--- src/rtl/button_conditioner.sv ---
// Push-button front end: two-flop synchroniser, consecutive-sample debouncer and a
// small auto-repeat state machine producing registered press/release/repeat pulses.
module button_conditioner #(
    parameter int DEBOUNCE_CYCLES = 16,
    parameter int REPEAT_DELAY    = 0,
    parameter int REPEAT_PERIOD   = 8
) (
    input  logic       clock,
    input  logic       reset,
    input  logic       button_in,
    output logic       level_out,
    output logic       press_pulse,
    output logic       release_pulse,
    output logic       repeat_pulse,
    output logic       toggle_out,
    output logic [1:0] fsm_state
);

    localparam int DW   = $clog2(DEBOUNCE_CYCLES + 1);
    localparam int RMAX = (REPEAT_DELAY > REPEAT_PERIOD) ? REPEAT_DELAY : REPEAT_PERIOD;
    localparam int RW   = $clog2(RMAX + 1);

    localparam logic [DW-1:0] DB_LAST = DW'(DEBOUNCE_CYCLES - 1);
    localparam logic [RW-1:0] RD_V    = RW'(REPEAT_DELAY);
    localparam logic [RW-1:0] RP_V    = RW'(REPEAT_PERIOD);
    localparam logic [RW-1:0] R_ONE   = RW'(1);

    typedef enum logic [1:0] {
        IDLE       = 2'd0,
        WAIT_DELAY = 2'd1,
        REPEATING  = 2'd2
    } state_t;

    state_t        state;
    logic          sync1;
    logic          sync2;
    logic [DW-1:0] db_cnt;
    logic [RW-1:0] rep_cnt;

    logic mismatch;
    logic flip;
    logic press_edge;
    logic release_edge;
    logic repeat_due;

    // Everything below is decoded from registers only, so toggle_out has no path from button_in.
    assign mismatch     = sync2 ^ level_out;
    assign flip         = mismatch && (db_cnt == DB_LAST);
    assign press_edge   = flip && !level_out;
    assign release_edge = flip && level_out;

    // A release on the same edge as a scheduled repeat wins and swallows the repeat.
    assign repeat_due = !release_edge &&
                        (((state == WAIT_DELAY) && (rep_cnt == RD_V)) ||
                         ((state == REPEATING)  && (rep_cnt == RP_V)));

    assign fsm_state = state;

    always_ff @(posedge clock or posedge reset) begin
        if (reset) begin
            sync1         <= 1'b0;
            sync2         <= 1'b0;
            db_cnt        <= '0;
            level_out     <= 1'b0;
            press_pulse   <= 1'b0;
            release_pulse <= 1'b0;
            repeat_pulse  <= 1'b0;
            toggle_out    <= 1'b0;
            rep_cnt       <= '0;
            state         <= IDLE;
        end else begin
            sync1 <= button_in;
            sync2 <= sync1;

            if (!mismatch || flip) begin
                db_cnt <= '0;
            end else begin
                db_cnt <= db_cnt + DW'(1);
            end

            if (flip) begin
                level_out <= ~level_out;
            end

            press_pulse   <= press_edge;
            release_pulse <= release_edge;
            repeat_pulse  <= repeat_due;
            toggle_out    <= press_edge | repeat_due;

            if (release_edge) begin
                state   <= IDLE;
                rep_cnt <= '0;
            end else begin
                case (state)
                    IDLE: begin
                        if (press_edge && (REPEAT_DELAY > 0)) begin
                            state   <= WAIT_DELAY;
                            rep_cnt <= R_ONE;
                        end
                    end
                    WAIT_DELAY: begin
                        if (rep_cnt == RD_V) begin
                            state   <= REPEATING;
                            rep_cnt <= R_ONE;
                        end else begin
                            rep_cnt <= rep_cnt + R_ONE;
                        end
                    end
                    REPEATING: begin
                        if (rep_cnt == RP_V) begin
                            rep_cnt <= R_ONE;
                        end else begin
                            rep_cnt <= rep_cnt + R_ONE;
                        end
                    end
                    default: begin
                        state   <= IDLE;
                        rep_cnt <= '0;
                    end
                endcase
            end
        end
    end

endmodule

--- config.mk ---
export PLATFORM = sky130hd
export DESIGN_NAME = button_conditioner
export DESIGN_NICKNAME = d
export VERILOG_FILES = /design/src/rtl/button_conditioner.sv
export SDC_FILE = /design/constraint.sdc
export NUM_CORES = 1
export LEC_CHECK = 0
export ABC_AREA = 1
export CORE_AREA = 2 2 39 41
export CTS_CLUSTER_DIAMETER = 150
export DETAILED_ROUTE_END_ITERATION = 10
export DIE_AREA = 0 0 41 43
export MAX_ROUTING_LAYER = met4
export SKIP_LAST_GASP = 1
export SLEW_MARGIN = 20
export SYNTH_ARGS = -nofsm -noshare
export SYNTH_HDL_FRONTEND = slang
export SYNTH_SLANG_ARGS = --single-unit
--- constraint.sdc ---
create_clock -name clock -period 1.1 [get_ports clock]
set_input_delay 0.22 -clock clock [delete_from_list [all_inputs] [get_ports clock]]
set_output_delay 0.22 -clock clock [all_outputs]
set_load 0.01 [all_outputs]
Word-level counts from Yosys, hierarchy flattened
Index checks and enable logic that the tools add are counted.
Widths: inputs -> output; s select.
{"block": "classes", "add_sub_neg": 2, "n_eq_ne": 7, "n_mux": 8, "bitwise_logic": 3, "n_reduce_logical": 15}
{"cell": "$mux 4", "n": 3}
{"cell": "$pmux 4 s3", "n": 1}
{"cell": "$logic_and 1x1->1", "n": 6}
{"cell": "$add 5x1->5 const B", "n": 1}
{"cell": "$eq 5x4->1 const B", "n": 1}
{"cell": "$mux 5", "n": 1}
{"cell": "$add 4x1->4 const B", "n": 1}
{"cell": "$eq 4x4->1 const B", "n": 1}
{"cell": "$logic_not 4->1", "n": 1}
{"cell": "$mux 2", "n": 2}
{"cell": "$pmux 2 s2", "n": 1}
{"cell": "$logic_not 1->1", "n": 3}
{"cell": "$ne 3x2->1 const B", "n": 1}
{"cell": "$eq 2x1->1 const B", "n": 1}
{"cell": "$eq 2x2->1 const B", "n": 1}
{"cell": "$logic_not 2->1", "n": 1}
{"cell": "$logic_or 1x1->1", "n": 2}
{"cell": "$ne 2x1->1 const B", "n": 1}
{"cell": "$ne 2x2->1 const B", "n": 1}
{"cell": "$reduce_and 2->1", "n": 1}
{"cell": "$reduce_or 2->1", "n": 1}
{"cell": "$not 1->1", "n": 1}
{"cell": "$or 1x1->1", "n": 1}
{"cell": "$xor 1x1->1", "n": 1}
{"block": "totals", "register_bits": 18, "in_bits": 3, "output_inout_bits": 7, "wordCells": 45}

Logic depth before layout (Yosys ltp)
Gate-level depths: netlist (run 1).
{"block": "depth", "ltp_word": 6, "mapped_depth": 6, "depth_no_buf": 6}

Least setup slack after synthesis (run 1)
OpenSTA, ideal clock, no wires.
{"block": "synth_path", "path_kind": "flip-flop to flip-flop", "start": "register db_cnt[0]", "end": "register db_cnt[3]", "setup_ns": 0.069, "t_arrival_ns": 1.135, "required_time_ns": 1.031, "setup_slack_ns": -0.104, "path_stages_with_launch": 7, "n_path_buf": 0, "period_less_slack_ns": 1.204, "cell_sequence": "dfrtp_1 ha_1 nand2_1 nor2_1 ha_1 nand3b_4 nor2_2"}
{"block": "synth_between", "elab_chain_len": 4, "elab_cells_between_ends": 5, "cone_classes": "add/sub (1); eq/ne (1); mux (1); reduce/logical (2)"}
{"item": "start: declaration", "line": "37", "rtl": "logic [DW-1:0] db_cnt;"}
{"item": "start signal: assignment", "line": "78", "rtl": "db_cnt <= db_cnt + DW'(1);"}
{"item": "branches (longest 3 deep; another with $add 5x1->5)"}
{"item": "$mux 5 *", "line": "75", "rtl": "if (!mismatch || flip) begin"}
Every way passes the cells marked *.
A chain may end at the register's enable or synchronous reset.

Worst setup path after layout (run 1)
{"block": "layout_path", "start": "register db_cnt[0]", "end": "register db_cnt[4]"}
Same word-level chain as after synthesis.

==> results.md, run 1 <==
- Outcome: finished, violations left
- Failing checks: negative setup slack
- Setup tns final: -0.420 ns
- Post-synthesis sequential area ratio: 0.552
- IO Port Bufs: 6
- Mapped Avg Cell Area: slightly above 10 um2
- CTS tree: built
- Maxcap violations: 0
- Layout cells sized above 1: 0.464
- Pwr per Cell Area: around 1200 nW/um2
- Leading area contributor after synthesis: dfrtp_1
- Layout Utilization: 0.421
- Main flop type after synthesis: dfrtp_1
- HP Class: in -> async
- Total Routed Length: around 620 um
- WP data required: approximately 1.3 ns
- Post-route ant nets: 0
- TritonCTS Buffers: 3
- Synth cell count leaders: dfrtp_1 (10), inv_1 (6), nand2_1 (5), nor2_1 (5), buf_4 (4)
- Top cell type's share of synthesized area: 0.552
- Chip height: 43 um
- Core area: roughly 1400 um2
- Total grt overflow: 0
- Drt drc: 0
- First-pass GRT wire length: between 1 and 1.5 mm
- CTS clock-pin slew for the worst setup and hold paths: roughly 0.06 ns
- Starting utilization of the core area: 0.327
- Clock tree sinks: 10
- Die area: approximately 1800 um2
- Worst EP arrival: approximately 1.4 ns
- Cells along the critical path: ha_2 > nand2_2 > nor2_4 > ha_2 > nand3b_4 > nor2_1
- Crit share post-route: 1.08
- Crit. End Element: flip-flop
- Post-synth ARST share: 1.00
- N_diodes: 0
- Tmin final: roughly 1.2 ns
- Critical Path Start Type: flip-flop
- Vias/cell: about 4.3
- Final clock skew: about 0.004 ns
- R2R Setup Slk: -0.09 ns
- Total power: just under 0.7 mW
- Post-Syn Instances: 44
- Maximum clock rate: roughly 0.84 GHz
- Gpl congestion: about 0.71
- NumNets Final: 64
- # IOs: 10
- Worst Path Buf+Inv: 0
- Number of synthesized flops with an enable pin: 0
- Clk root buf: clkbuf_4
- WS Path Type: reg -> reg
- Chip width: ~41 um
- Vias: 307
- Global Route Usage Sum: 0.103
- Mapped Area: ~450 um2
- Row count: 14
- Area contributors post-synth: dfrtp_1 (55%), ha_1 (8.3%), buf_4 (6.6%)
- Final Setup Violations: 7
- Crit-path leading delay family: simple AND/OR/NAND/NOR gates
- Largest net degree at the start of global routing: 11
- Antenna violations before repair: 0
- Final WS setup: -0.0916 ns
- Final Max Tran Viols: 0
- Fillcell total: 150
- Most common cell in the netlist: dfrtp_1
- Post-CTS setup buffers: 0
- CP max stage delay: around 0.38 ns
- Crit path top cell by count: ha_2
- Dpl hpwl: just under 500 um
- Leak: roughly 0.28 nW
- H-tree lvl count: 1
- Unrepaired setup endpoints after global routing: yes
- Initial DRC count: 1
- Final Hold Fails: 0
- Distinct cells, synth: 16
- Critical path's slowest cell: dfrtp_1
- Max clock buf depth: 2
- Drt first pass iters: 4
- Area Growth Syn to Fin: 28.7%
- Vias in the first global route: approximately 290
- Pre-CTS setup slack: -0.119 ns
- Worst VDD drop: approximately 560 uV
- #FFs+latches synth: 10
- DR WL/cell: between 8 and 9 um
- Final Cell Area: approximately 580 um2
- Syn. warnings: 0
- Largest driver fanout on the critical path: 5
- Worst-Skew Late Latency: ~0.26 ns
- Placed cell areas: about 560 um2
## report_power, final
part           internal [mW]  switching [mW]  total, mW
Clock                  0.126           0.110      0.236
Combinational         0.0326          0.0348     0.0673
Sequential             0.381         0.00857      0.389
Total                  0.539           0.154      0.692
## state kept, by name, indices dropped and copies added, names as in the netlist
| register | cells |
|---|---|
| db_cnt | 5 |
| level_out | 1 |
| press_pulse | 1 |
| release_pulse | 1 |
| sync1 | 1 |
| sync2 | 1 |
## repair_timing
| action | 4_1_cts | 5_1_grt |
|---|---|---|
| setup endpoints to repair | 12 | 12 |
| hold buffers | 0 | 0 |
| pin swaps | 5 | 2 |
| resized for setup | 14 | 7 |
## worst paths after layout
check | cells after the start | start | endpoint
hold / removal | 2 | reset | db_cnt[2]
min in group clock | 0 | sync1 | sync2
setup reg to reg | 6 | db_cnt[0] | db_cnt[4]
hold reg to reg | 0 | sync1 | sync2
max in group asynchronous | 2 | reset | db_cnt[4]
setup / recovery | 6 | db_cnt[0] | db_cnt[4]
## layer usage
layer | vias to the layer above | track usage | share of wire
li1 | 154 | - | -
met1 | 139 | 0.0967 | 0.36
met2 | 10 | 0.144 | 0.51
met3 | 4 | 0.0314 | 0.074
met4 | 0 | 0.120 | 0.059
met5 | - | - | 0
## worst reg2reg max path: cells and delay by family, from the launching register on
kind          cells  cell delay (ns)
flops             1             0.38
simple gates      4             0.39
fa+ha+maj         2             0.35
## kinds of logic (layout without fill, tap and decap cells)
| logic type | count (synthesis) | after routing | share of synthesized area |
|---|---|---|---|
| buf+inv | 11 | 21 | 0.124 |
| xor+xnor | 1 | 1 | 0.0193 |
| flops | 10 | 10 | 0.552 |
| other cells | 1 | 3 | 0.00828 |
| simple gates | 17 | 17 | 0.202 |
| compound gates | 1 | 1 | 0.0110 |
| fa+ha+maj | 3 | 3 | 0.0829 |
## metrics by stage
step | hold WS, ns | cells
floorplan | 0.0602 | 46
detailed placement | 0.337 | 69
global route | 0.278 | 72
CTS | 0.247 | 72
global placement | 0.333 | 69
finish | 0.227 | 72
## layout by cell type, fill, tap and decap left out, drive strengths merged, types with 2 or more instances in the layout
cell type and instances:
dfrtp 10, inv 7, clkbuf 7, nand2 6
nor2 6, buf 5, ha 3, conb 3
nor3 2, clkdlybuf4s50 2
## cell type report
| class | instances | area [um2] | area share |
|---|---|---|---|
| Sequential cell | 10 | 250 | 0.429 |
| Multi-Input combinational cell | 25 | 186 | 0.320 |
| Timing Repair Buffer | 11 | 77.6 | 0.133 |
| Inverter | 7 | 26.3 | 0.0451 |
| Clock buffer | 3 | 22.5 | 0.0386 |
| Tap cell | 16 | 20.0 | 0.0343 |
(Power assumes the default switching activity.)
==> run 2, diff against run 1 <==
Settings changed: CELL_PAD_IN_SITES_DETAIL_PLACEMENT from default to 1, CELL_PAD_IN_SITES_GLOBAL_PLACEMENT from default to 1, CORE_AREA 2 2 39 41 to default, CORE_UTILIZATION from default to 31, DIE_AREA 0 0 41 43 to default, PLACE_DENSITY_LB_ADDON from default to 0.1.
==> run 2 against run 1 <==
Compared with the run above: the flow still finishes with violations (negative setup slack); sequential share of layout area down 0.55 points; hold slack better by 0.0016 ns; die area shrank 8.2%; core utilization rose by 2.1 points; cell count did not move; largest cell class unchanged; global-route usage rose by 4.3 points; via count grew 0.65%; clock skew down 0.0027 ns; maximum frequency down 3.4%.
==> results.md, run 2 (same netlist as run 1, synthesis figures left out) <==
- Outcome: finished, violations left
- Failing checks: negative setup slack
- Dpl hpwl: 684 um
- Final WS setup: -0.134 ns
- Maxcap violations: 0
- Initial DRC count: 2
- Clock tree sinks: 10
- NumNets Final: 64
- Post-route ant nets: 0
- WP depth: 6
- Dpl cells: 67
- Vias in the first global route: 350
- Final Non-Filler Cells: 72
- IO Port Bufs: 6
- Tmin final: 1.23 ns
- Layout cells sized above 1: 0.456
- Worst Path Buf+Inv: 0
- CP max stage delay: 0.39 ns
- Largest net degree at the start of global routing: 11
- DR WL/cell: approximately 11 um
- Pwr per Cell Area: ~1300 nW/um2
- Commonest cells after routing, fill and taps aside: dfrtp_1 (10), inv_1 (6), nor2_2 (5), buf_4 (5)
- HP Class: in -> async
- CTS clock-pin slew for the worst setup and hold paths: ~0.070 ns
- Reg2Reg Depth: 6
- Vias: slightly above 300
- Final Cell Area: around 600 um2
- N_diodes: 0
- Crit-path leading delay family: simple AND/OR/NAND/NOR gates
- WP data required: between 1 and 1.5 ns
- Most flops, register: db_cnt
- Gpl congestion: 0.627
- First-pass GRT wire length: ~1.4 mm
- CTS tree: built
- Largest driver fanout on the critical path: 5
- Worst VDD drop: around 640 uV
- Final Hold Fails: 0
- Max clock buf depth: 2
- Hold Buf Count CTS: 0
- Vias/cell: 4.29
- Clk root buf: clkbuf_4
- Drt drc: 0
- Starting utilization of the core area: 0.340
- Crit path top cell by count: ha_2
- Commonest non-fill, non-tap cell in the layout: dfrtp_1
- Area Growth Syn to Fin: 30.4%
- Drt first pass iters: 2
- Leak: approximately 0.28 nW
- Final Max Tran Viols: 0
- Cells along the critical path: ha_2 > nand2_2 > nor2_4 > ha_2 > nand3b_4 > nor2_2
- Final clock skew: approximately 0.0012 ns
- Placed cell areas: between 500 and 600 um2
- Die area: between 1500 and 2000 um2
- Maximum clock rate: approximately 0.81 GHz
- Unrepaired setup endpoints after global routing: yes
- Core area: ~1300 um2
- WS Path Type: reg -> reg
- Total grt overflow: 0
- Critical Path Start Type: flip-flop
- TritonCTS Buffers: 3
- Chip height: around 40 um
- Crit share post-route: 1.12
- # IOs: 10
- Chip width: 40.2 um
- Worst EP arrival: approximately 1.4 ns
- Worst-Skew Late Latency: around 0.26 ns
- Critical path's slowest cell: dfrtp_1
- Setup tns final: -0.861 ns
- Row count: 13
- Final Setup Violations: 8
- H-tree lvl count: 1
- Antenna violations before repair: 0
- Global Route Usage Sum: 0.146
- Largest register FFs: 5
- Crit. End Element: flip-flop
- Pre-CTS setup slack: -0.156 ns
- Total Routed Length: just over 800 um
-- run 2: cell types whose count changed in the layout (fill, tap and decap cells not counted), moves of 2 or more --
| cell | before | now |
|---|---|---|
| nor2_1 | 2 | 0 |
| nor2_2 | 3 | 5 |
| nor3_1 | 0 | 2 |
| nor3_2 | 2 | 0 |
-- run 2: power by group --
group	total, mW	switching, mW	internal [mW]	leakage, nW
clock network	0.324	0.124	0.201	0.0210
logic	0.0703	0.0369	0.0334	0.130
registers	0.391	0.0102	0.380	0.133
-- run 2: area by class of cell --
type / instances / area (um2)
Clock buffer: 4 / 36.3
Multi-Input combinational cell: 25 / 181
Tap cell: 15 / 18.8
Inverter: 7 / 26.3
Fill cell: 163 / 743
Sequential cell: 10 / 250
Timing Repair Buffer: 11 / 77.6
-- run 2: worst paths after layout --
| path | to | slack, ns | startpoint |
|---|---|---|---|
| worst max register to register | db_cnt[2] | -0.13 | db_cnt[0] |
| worst min register to register | sync2 | 0.36 | sync1 |
| min in group clock | sync2 | 0.36 | sync1 |
| worst max-delay path | db_cnt[2] | -0.13 | db_cnt[0] |
| max in group asynchronous | release_pulse | 0.60 | reset |
| worst min-delay path | sync1 | 0.23 | reset |
-- run 2: metal layers --
metal / vias to the layer above / GRT usage / share of wire
met5: - / - / 0
met2: 8 / 0.246 / 0.57
li1: 152 / - / -
met1: 147 / 0.139 / 0.37
met3: 2 / 0.0500 / 0.049
met4: 0 / 0.100 / 0.015
-- run 2: metrics by stage --
step                       util  total power, mW  hold slack (ns)
after floorplan               -            0.437           0.0602
after global placement    0.410            0.453            0.338
after detailed placement  0.410            0.461            0.344
after CTS                 0.451            0.794            0.237
after global routing      0.443            0.833            0.243
final                     0.443            0.785            0.229
-- run 2: timing repair --
item,CTS,global route
pin swaps,5,4
cloned,0,0
setup buffers,1,0
setup endpoints to repair,12,12
resized for setup,11,8
